==> config.mk <==
export PLATFORM = sky130hd
export DESIGN_NAME = uart_mem_ctrl
export DESIGN_NICKNAME = d
export VERILOG_FILES = /design/src/rtl/uart_mem_ctrl.sv
export SDC_FILE = /design/constraint.sdc
export NUM_CORES = 1
export LEC_CHECK = 0
export CORE_ASPECT_RATIO = 2
export CORE_MARGIN = 3
export CORE_UTILIZATION = 55
export DETAILED_ROUTE_END_ITERATION = 8
export PLACE_DENSITY = 0.76
export SYNTH_ARGS = -nofsm -noshare
export SYNTH_HDL_FRONTEND = slang
export SYNTH_SLANG_ARGS = --single-unit
export TNS_END_PERCENT = 20
==> constraint.sdc <==
create_clock -name clock_i -period 2.7 [get_ports clock_i]
set_input_delay 0.675 -clock clock_i [delete_from_list [all_inputs] [get_ports clock_i]]
set_output_delay 0.675 -clock clock_i [all_outputs]
set_load 0.005 [all_outputs]
==> src/rtl/uart_mem_ctrl.sv <==
// Command parser between the UART byte streams and a 256-byte synchronous RAM.
// Frames are CMD, ADDR, LEN (0 means 256), then LEN data bytes for a write burst.
module uart_mem_ctrl #(
  parameter int unsigned AddrW   = 8,
  parameter logic [7:0]  CmdWr   = 8'h57,
  parameter logic [7:0]  CmdRd   = 8'h52,
  parameter logic [7:0]  AckByte = 8'h06,
  parameter logic [7:0]  NakByte = 8'h15,
  parameter int unsigned Timeout = 17360
) (
  input  logic             clock_i,
  input  logic             reset_i,
  input  logic [7:0]       rx_data_i,
  input  logic             rx_valid_i,
  output logic             rx_ready_o,
  output logic [7:0]       tx_data_o,
  output logic             tx_valid_o,
  input  logic             tx_ready_i,
  output logic             mem_wr_en_o,
  output logic [AddrW-1:0] mem_addr_o,
  output logic [7:0]       mem_din_o,
  input  logic [7:0]       mem_dout_i,
  output logic             busy_o
);

  localparam int unsigned TmoW = $clog2(Timeout + 1);
  localparam logic [TmoW-1:0] TmoLast = TmoW'(Timeout - 1);

  typedef enum logic [3:0] {
    StIdle,
    StGetAddr,
    StGetLen,
    StWrData,
    StSendAck,
    StSendNak,
    StRdReq,
    StRdWait,
    StRdSend
  } state_e;

  state_e           state_q, state_d;
  logic             op_wr_q, op_wr_d;
  logic [AddrW-1:0] ptr_q, ptr_d;
  logic [8:0]       cnt_q, cnt_d;
  logic [TmoW-1:0]  tmo_q, tmo_d;
  logic             rx_ready_q, rx_ready_d;
  logic [7:0]       tx_data_q, tx_data_d;
  logic             tx_valid_q, tx_valid_d;
  logic             mem_wr_en_q, mem_wr_en_d;
  logic [AddrW-1:0] mem_addr_q, mem_addr_d;
  logic [7:0]       mem_din_q, mem_din_d;

  logic rx_fire;
  logic tx_fire;
  logic tmo_hit;

  assign rx_fire = rx_valid_i & rx_ready_q;
  assign tx_fire = tx_valid_q & tx_ready_i;
  // A byte arriving on the last allowed cycle wins over the timeout.
  assign tmo_hit = (tmo_q == TmoLast) & ~rx_fire;

  always_comb begin
    state_d     = state_q;
    op_wr_d     = op_wr_q;
    ptr_d       = ptr_q;
    cnt_d       = cnt_q;
    tmo_d       = '0;
    tx_data_d   = tx_data_q;
    tx_valid_d  = tx_valid_q;
    mem_wr_en_d = 1'b0;
    mem_addr_d  = mem_addr_q;
    mem_din_d   = mem_din_q;

    if ((state_q inside {StGetAddr, StGetLen, StWrData}) && !rx_fire) begin
      tmo_d = tmo_q + 1'b1;
    end

    case (state_q)
      StIdle: begin
        if (rx_fire) begin
          if ((rx_data_i == CmdWr) || (rx_data_i == CmdRd)) begin
            op_wr_d = (rx_data_i == CmdWr);
            state_d = StGetAddr;
          end else begin
            state_d    = StSendNak;
            tx_data_d  = NakByte;
            tx_valid_d = 1'b1;
          end
        end
      end

      StGetAddr: begin
        if (rx_fire) begin
          ptr_d   = AddrW'(rx_data_i);
          state_d = StGetLen;
        end else if (tmo_hit) begin
          state_d    = StSendNak;
          tx_data_d  = NakByte;
          tx_valid_d = 1'b1;
        end
      end

      StGetLen: begin
        if (rx_fire) begin
          cnt_d = (rx_data_i == 8'h00) ? 9'd256 : {1'b0, rx_data_i};
          if (op_wr_q) begin
            state_d = StWrData;
          end else begin
            state_d    = StRdReq;
            mem_addr_d = ptr_q;
          end
        end else if (tmo_hit) begin
          state_d    = StSendNak;
          tx_data_d  = NakByte;
          tx_valid_d = 1'b1;
        end
      end

      StWrData: begin
        if (rx_fire) begin
          mem_wr_en_d = 1'b1;
          mem_addr_d  = ptr_q;
          mem_din_d   = rx_data_i;
          ptr_d       = ptr_q + 1'b1;
          cnt_d       = cnt_q - 9'd1;
          if (cnt_q == 9'd1) begin
            state_d    = StSendAck;
            tx_data_d  = AckByte;
            tx_valid_d = 1'b1;
          end
        end else if (tmo_hit) begin
          state_d    = StSendNak;
          tx_data_d  = NakByte;
          tx_valid_d = 1'b1;
        end
      end

      StSendAck, StSendNak: begin
        if (tx_fire) begin
          tx_valid_d = 1'b0;
          state_d    = StIdle;
        end
      end

      StRdReq: begin
        state_d = StRdWait;
      end

      StRdWait: begin
        tx_data_d  = mem_dout_i;
        tx_valid_d = 1'b1;
        state_d    = StRdSend;
      end

      StRdSend: begin
        if (tx_fire) begin
          tx_valid_d = 1'b0;
          ptr_d      = ptr_q + 1'b1;
          cnt_d      = cnt_q - 9'd1;
          if (cnt_q == 9'd1) begin
            state_d = StIdle;
          end else begin
            state_d    = StRdReq;
            mem_addr_d = ptr_q + 1'b1;
          end
        end
      end

      default: state_d = StIdle;
    endcase

    // Registered from the next state so rx_ready stays low while reset is held.
    rx_ready_d = state_d inside {StIdle, StGetAddr, StGetLen, StWrData};
  end

  always_ff @(posedge clock_i) begin
    if (reset_i) begin
      state_q     <= StIdle;
      op_wr_q     <= 1'b0;
      ptr_q       <= '0;
      cnt_q       <= '0;
      tmo_q       <= '0;
      rx_ready_q  <= 1'b0;
      tx_data_q   <= '0;
      tx_valid_q  <= 1'b0;
      mem_wr_en_q <= 1'b0;
      mem_addr_q  <= '0;
      mem_din_q   <= '0;
    end else begin
      state_q     <= state_d;
      op_wr_q     <= op_wr_d;
      ptr_q       <= ptr_d;
      cnt_q       <= cnt_d;
      tmo_q       <= tmo_d;
      rx_ready_q  <= rx_ready_d;
      tx_data_q   <= tx_data_d;
      tx_valid_q  <= tx_valid_d;
      mem_wr_en_q <= mem_wr_en_d;
      mem_addr_q  <= mem_addr_d;
      mem_din_q   <= mem_din_d;
    end
  end

  assign rx_ready_o  = rx_ready_q;
  assign tx_data_o   = tx_data_q;
  assign tx_valid_o  = tx_valid_q;
  assign mem_wr_en_o = mem_wr_en_q;
  assign mem_addr_o  = mem_addr_q;
  assign mem_din_o   = mem_din_q;
  assign busy_o      = (state_q != StIdle);

endmodule

==> flow_metrics.tcl, run 1 <==
set metrics [dict create \
    run_status "finished clean" \
    tritoncts "built" \
    yosysTopAreaCellShare 0.358 \
    timing.final.crit_share 0.913 \
    wl_mm 10.2 \
    drtPass1Iterations 6 \
    crit-reg2reg-launch "state_q[3]" \
    p_per_area_mw_per_mm2 542 \
    cellInternalPower_mw 1.88 \
    portBuffers 47 \
    synth_top_cells_by_area "dfxtp_1 (36%), nor2_1 (5.5%), nand2_1 (4.8%)" \
    syn_area_per_cell_sq_um 7.87 \
    fillerInstances 524 \
    reg2reg_depth 7 \
    synth_common_cells "dfxtp_1 (64), nor2_1 (52), nand2_1 (46)" \
    netlist_area_sq_mm 0.00357 \
    met1_length_mm 3.75 \
    initial_core_util 0.567 \
    grt_pass1_vias 3543 \
    fin_skew_ps 5.74 \
    path_class "reg -> out" \
    io_pins 48 \
    clock-sinks 64 \
    finalHoldViolCount 0 \
    antenna_found_initial 0 \
    power_frac_seq 0.402 \
    syn_to_final_growth_pct 26.6 \
    p_leak_nw 1.55 \
    grt_pass1_wl_mm 16.5 \
    dpl_cell_area_sq_mm 0.00422 \
    die-area_sq_mm 0.00756 \
    via_count 3655 \
    dp_hpwl_mm 7.50 \
    via_per_inst 6.08 \
    finalCriticalPeriod_ps 2460 \
    design_area_sq_mm 0.00452 \
    cap_violations 0 \
    yosysWarnings 0 \
    maxSlewHeadroom 0.442 \
    critPathMaxFanout 12 \
    power_switching_mw 0.574 \
    r2r_end "tx_data_o[2]" \
    dr_wl_met2_mm 5.40 \
    cts_root_buffer "clkbuf_16" \
    critPathArrivalTime_ps 1790 \
    synth.largest_area_cell "dfxtp_1" \
    endpoint_kind "output pin" \
    synth_flop_cell "dfxtp_1" \
    synth_most_common_cell "dfxtp_1" \
    drc 0 \
    ir_drop_uv 474 \
    fp.coreArea_sq_mm 0.00631 \
    grt_setup_unrepaired "no" \
    n_antenna_cell 0 \
    hold_buffers 0 \
    final_cells 601 \
    die_y_um 120 \
    detail-route-antenna-nets 0 \
    start_kind "flop" \
    r2r_setup_slack_ps 460 \
    post_drt_wl_per_cell_um 16.9 \
    hp-start "tmo_q[0]" \
    switching_share 0.234 \
    seq_area_sq_mm 0.00128 \
    slew_viol_final 0 \
    layout-drive-gt1-share 0.107 \
    fmax_mhz 406 \
    tightest_slew_ps 828 \
    ys_types 63 \
    final_nets 535 \
    wl_met3_um 479 \
    cts_buffers 9 \
    gp_congestion 1.01 \
    min_to "tmo_q[0]" \
    synth_edf_count 0 \
    multi_input_area_sq_mm 0.00213 \
    clk_pin_slew_ps 50 \
    p_comb_frac 0.112 \
    grt_overflow 0 \
    drt_iter0_drc 275 \
    insertion_delay_ps 340 \
    synthArstFlopShare 0 \
    grt_max_degree 30 \
    rows 41 \
    syn_inst 454 \
    synth_nets 478 \
    routed.top_layer "met4" \
    pwr-share-clk 0.486 \
    htree_levels 3 \
    hold_depth 1 \
    required_ps 2030 \
    holdCritPathClass "reg -> reg" \
    grt_usage 0.280 \
    finalSetupTns_ps 0 \
    dp.cells 586 \
    die_w_um 63.0 \
    setup_violations 0 \
    synth.yosys.seq_area_share 0.358 \
    synth-seq-cells 64 \
    post_cts_resize_count 0 \
    postCtsSetupRepairBufs 0 \
    total_power_mw 2.45 \
    cts.path.max_buffers 2 \
]
layer usage:
metal | up-vias | global-route usage
met5 | - | 0
met4 | 0 | 0.181
met3 | 38 | 0.0552
met2 | 133 | 0.519
met1 | 1718 | 0.274
li1 | 1766 | -
flip-flops by register name (all words and copies together), names as in the netlist:
name and count:
tmo_q 15, rx_ready_o 1, state_q 4, tx_data_o 8, op_wr_q 1, tx_valid_o 1
mem_wr_en_o 1, mem_addr_o 8, cnt_q 9, ptr_q 8, mem_din_o 8
layout by cell type (no fill, tap or decap), types with 10 or more instances in the layout:
master	instances
o21ai_0	29
nand4_1	10
buf_4	23
nand3_1	16
xnor2_1	15
and3_1	11
inv_1	17
dfxtp_1	64
nor3_1	13
clkdlybuf4s50_1	46
nor2_1	52
nand2_1	46
a21oi_1	34
worst max-delay path: stages (launching register included):
cell and delay [ps]:
dfxtp_1 650, nor2_1 130, nand2_1 150, clkdlybuf4s50_1 520
per-stage QoR:
step	worst slack [ps]	utilization	hold slack, ps
6_report	236	0.717	444
5_1_grt	196	0.717	464
4_1_cts	267	0.717	444
3_5_place_dp	115	0.668	437
3_3_place_gp	166	0.668	424
2_1_floorplan	795	-	413
area by class of cell:
class,count,share of cell area
clock inverters,3,0.00885
repair buffers,70,0.141
flip-flops and latches,64,0.283
well taps,86,0.0238
clock buffers,12,0.0589
multi-input cells,349,0.470
inverters,17,0.0141
how the worst max path moves through the flow:
stage	from	depth (start not counted)	to	slack, ps
after floorplan	state_q[1]	7	cnt_q[2]	800
after global placement	rx_valid_i	6	mem_addr_o[7]	170
after detailed placement	rx_valid_i	6	mem_addr_o[1]	120
after CTS	state_q[3]	3	busy_o	270
after global routing	state_q[3]	3	busy_o	200
final	state_q[3]	3	busy_o	240
kinds of logic (layout without fill, tap and decap cells):
logic type | after synthesis | after routing | synth area share
AOI/OAI and AO/OA | 124 | 124 | 0.235
and+or+nand+nor | 196 | 196 | 0.281
DFF | 64 | 64 | 0.358
muxes | 5 | 5 | 0.0157
buffers and inverters | 41 | 102 | 0.0465
xor gates and xnor gates | 19 | 19 | 0.0466
adders and majority gates | 5 | 5 | 0.0168
power groups by stage:
stage,Sequential (mW),Clock (mW),Combinational [mW]
final,0.986,1.19,0.275
after global routing,0.990,1.24,0.293
after CTS,0.986,1.20,0.272
after detailed placement,1.01,0,0.271
after global placement,1.00,0,0.268
after floorplan,1.00,0,0.136
(Power assumes the default switching activity.)
==> run 2: changes to the inputs <==
--- a/config.mk
+++ b/config.mk
@@ -6,7 +6,6 @@
 export NUM_CORES = 1
 export LEC_CHECK = 0
 export CORE_ASPECT_RATIO = 2
-export CORE_MARGIN = 3
 export CORE_UTILIZATION = 55
 export DETAILED_ROUTE_END_ITERATION = 8
 export PLACE_DENSITY = 0.76
==> flow_metrics.tcl, run 2 (same netlist as run 1, synthesis figures left out) <==
set metrics [dict create \
    min_to "tmo_q[0]" \
    finalWorstSetupSlack_ps 198 \
    endpoint_kind "output pin" \
    critPathArrivalTime_ps 1830 \
    grt_pass1_wl_mm 16.6 \
    via_count 3675 \
    tightest_slew_ps 837 \
    final_cells 603 \
    finalHoldViolCount 0 \
    drt_iter0_drc 296 \
    grt_max_degree 30 \
    initial_core_util 0.567 \
    p_leak_nw 1.56 \
    final_common_cell "dfxtp_1" \
    setup_violations 0 \
    clock-sinks 64 \
    clk_pin_slew_ps 50 \
    hp-start "tmo_q[0]" \
    crit-reg2reg-launch "state_q[3]" \
    grt_overflow 0 \
    critPathMaxFanout 19 \
    gp_congestion 0.957 \
    dp_worst_setup_slack_ps 116 \
    r2r_end "mem_addr_o[3]" \
    required_ps 2030 \
    via_per_inst 6.09 \
    cts_buffers 9 \
    dp.cells 587 \
    dp_hpwl_mm 7.79 \
    slew_viol_final 0 \
    largest_register_ffs 15 \
    die-area_sq_mm 0.00685 \
    wl_mm 10.5 \
    layout-drive-gt1-share 0.110 \
    fin_skew_ps 5.60 \
    run_status "finished clean" \
    largest_registers "tmo_q x15, cnt_q x9" \
    post_drt_wl_per_cell_um 17.4 \
    ir_drop_uv 525 \
    post_cts_resize_count 0 \
    rows 41 \
    reg2reg_depth 5 \
    grt_usage 0.326 \
    holdCritPathClass "reg -> reg" \
    layout_common_cells "dfxtp_1 (64), nor2_1 (52), nand2_1 (46), clkdlybuf4s50_1 (46), a21oi_1 (34)" \
    drtPass1Iterations 5 \
    syn_to_final_growth_pct 27.8 \
    insertion_delay_ps 330 \
    worstSetupStartpoint "state_q[1]" \
    drc 0 \
    postCtsSetupRepairBufs 0 \
    htree_levels 3 \
    tritoncts "built" \
    cts.path.max_buffers 2 \
    p_per_area_mw_per_mm2 561 \
    finalSetupTns_ps 0 \
    hold_buffers 0 \
    cts_root_buffer "clkbuf_16" \
    hold_depth 1 \
    timing.final.crit_share 0.927 \
    grt_setup_unrepaired "no" \
    die_w_um 59.0 \
    maxSlewHeadroom 0.437 \
    antenna_found_initial 0 \
    n_antenna_cell 0 \
    cap_violations 0 \
    fmax_mhz 400 \
    final_nets 536 \
    die_y_um 116 \
    finalCriticalPeriod_ps 2500 \
    start_kind "flop" \
    top_register "tmo_q" \
    total_power_mw 2.56 \
    grt_pass1_vias 3576 \
    fp.coreArea_sq_mm 0.00631 \
    portBuffers 47 \
    r2r_setup_slack_ps 430 \
    detail-route-antenna-nets 0 \
    io_pins 48 \
    path_class "reg -> out" \
]
run 2: cell count changes in the layout (fill, tap and decap cells not counted), sizes merged:
cell      change
bufinv        +1
clkinvlp      +2
buf           +1
clkinv        -2
run 2: worst max path at each step:
stage	end	slack (ps)
floorplan	cnt_q[2]	800
global placement	tx_valid_o	170
detailed placement	mem_addr_o[7]	120
CTS	busy_o	230
global route	busy_o	110
finish	busy_o	200
run 2: power breakdown:
part	switching [mW]	internal, mW
clock network	0.416	0.883
registers	0.0307	0.966
logic	0.135	0.133
total	0.582	1.98
run 2: critical path, stage by stage (launching register included):
cell and delay [ps]:
dfxtp_1 720, nor2_1 150, nand2_1 110, clkdlybuf4s50_1 500
run 2: cell type report:
| cell class | count | area [sq um] |
|---|---|---|
| Multi-Input combinational cell | 349 | 2130 |
| Fill cell | 514 | 1740 |
| Sequential cell | 64 | 1280 |
| Timing Repair Buffer | 71 | 646 |
| Clock buffer | 12 | 267 |
| Tap cell | 86 | 108 |
| Clock inverter | 4 | 75.1 |
| Inverter | 17 | 63.8 |
run 2: routing by layer:
layer | GRT usage | vias up | share of wire
li1 | - | 1764 | -
met4 | 0.225 | 0 | 0.057
met5 | 0 | - | 0
met3 | 0.0569 | 47 | 0.049
met2 | 0.600 | 155 | 0.54
met1 | 0.316 | 1709 | 0.35
run 2: metrics by stage:
| stage | hold WS, ps | cell area, sq um | util |
|---|---|---|---|
| global placement | 426 | 4230 | 0.670 |
| global route | 470 | 4570 | 0.724 |
| detailed placement | 439 | 4230 | 0.670 |
| CTS | 449 | 4570 | 0.724 |
| finish | 449 | 4570 | 0.724 |
| floorplan | 413 | 3570 | - |
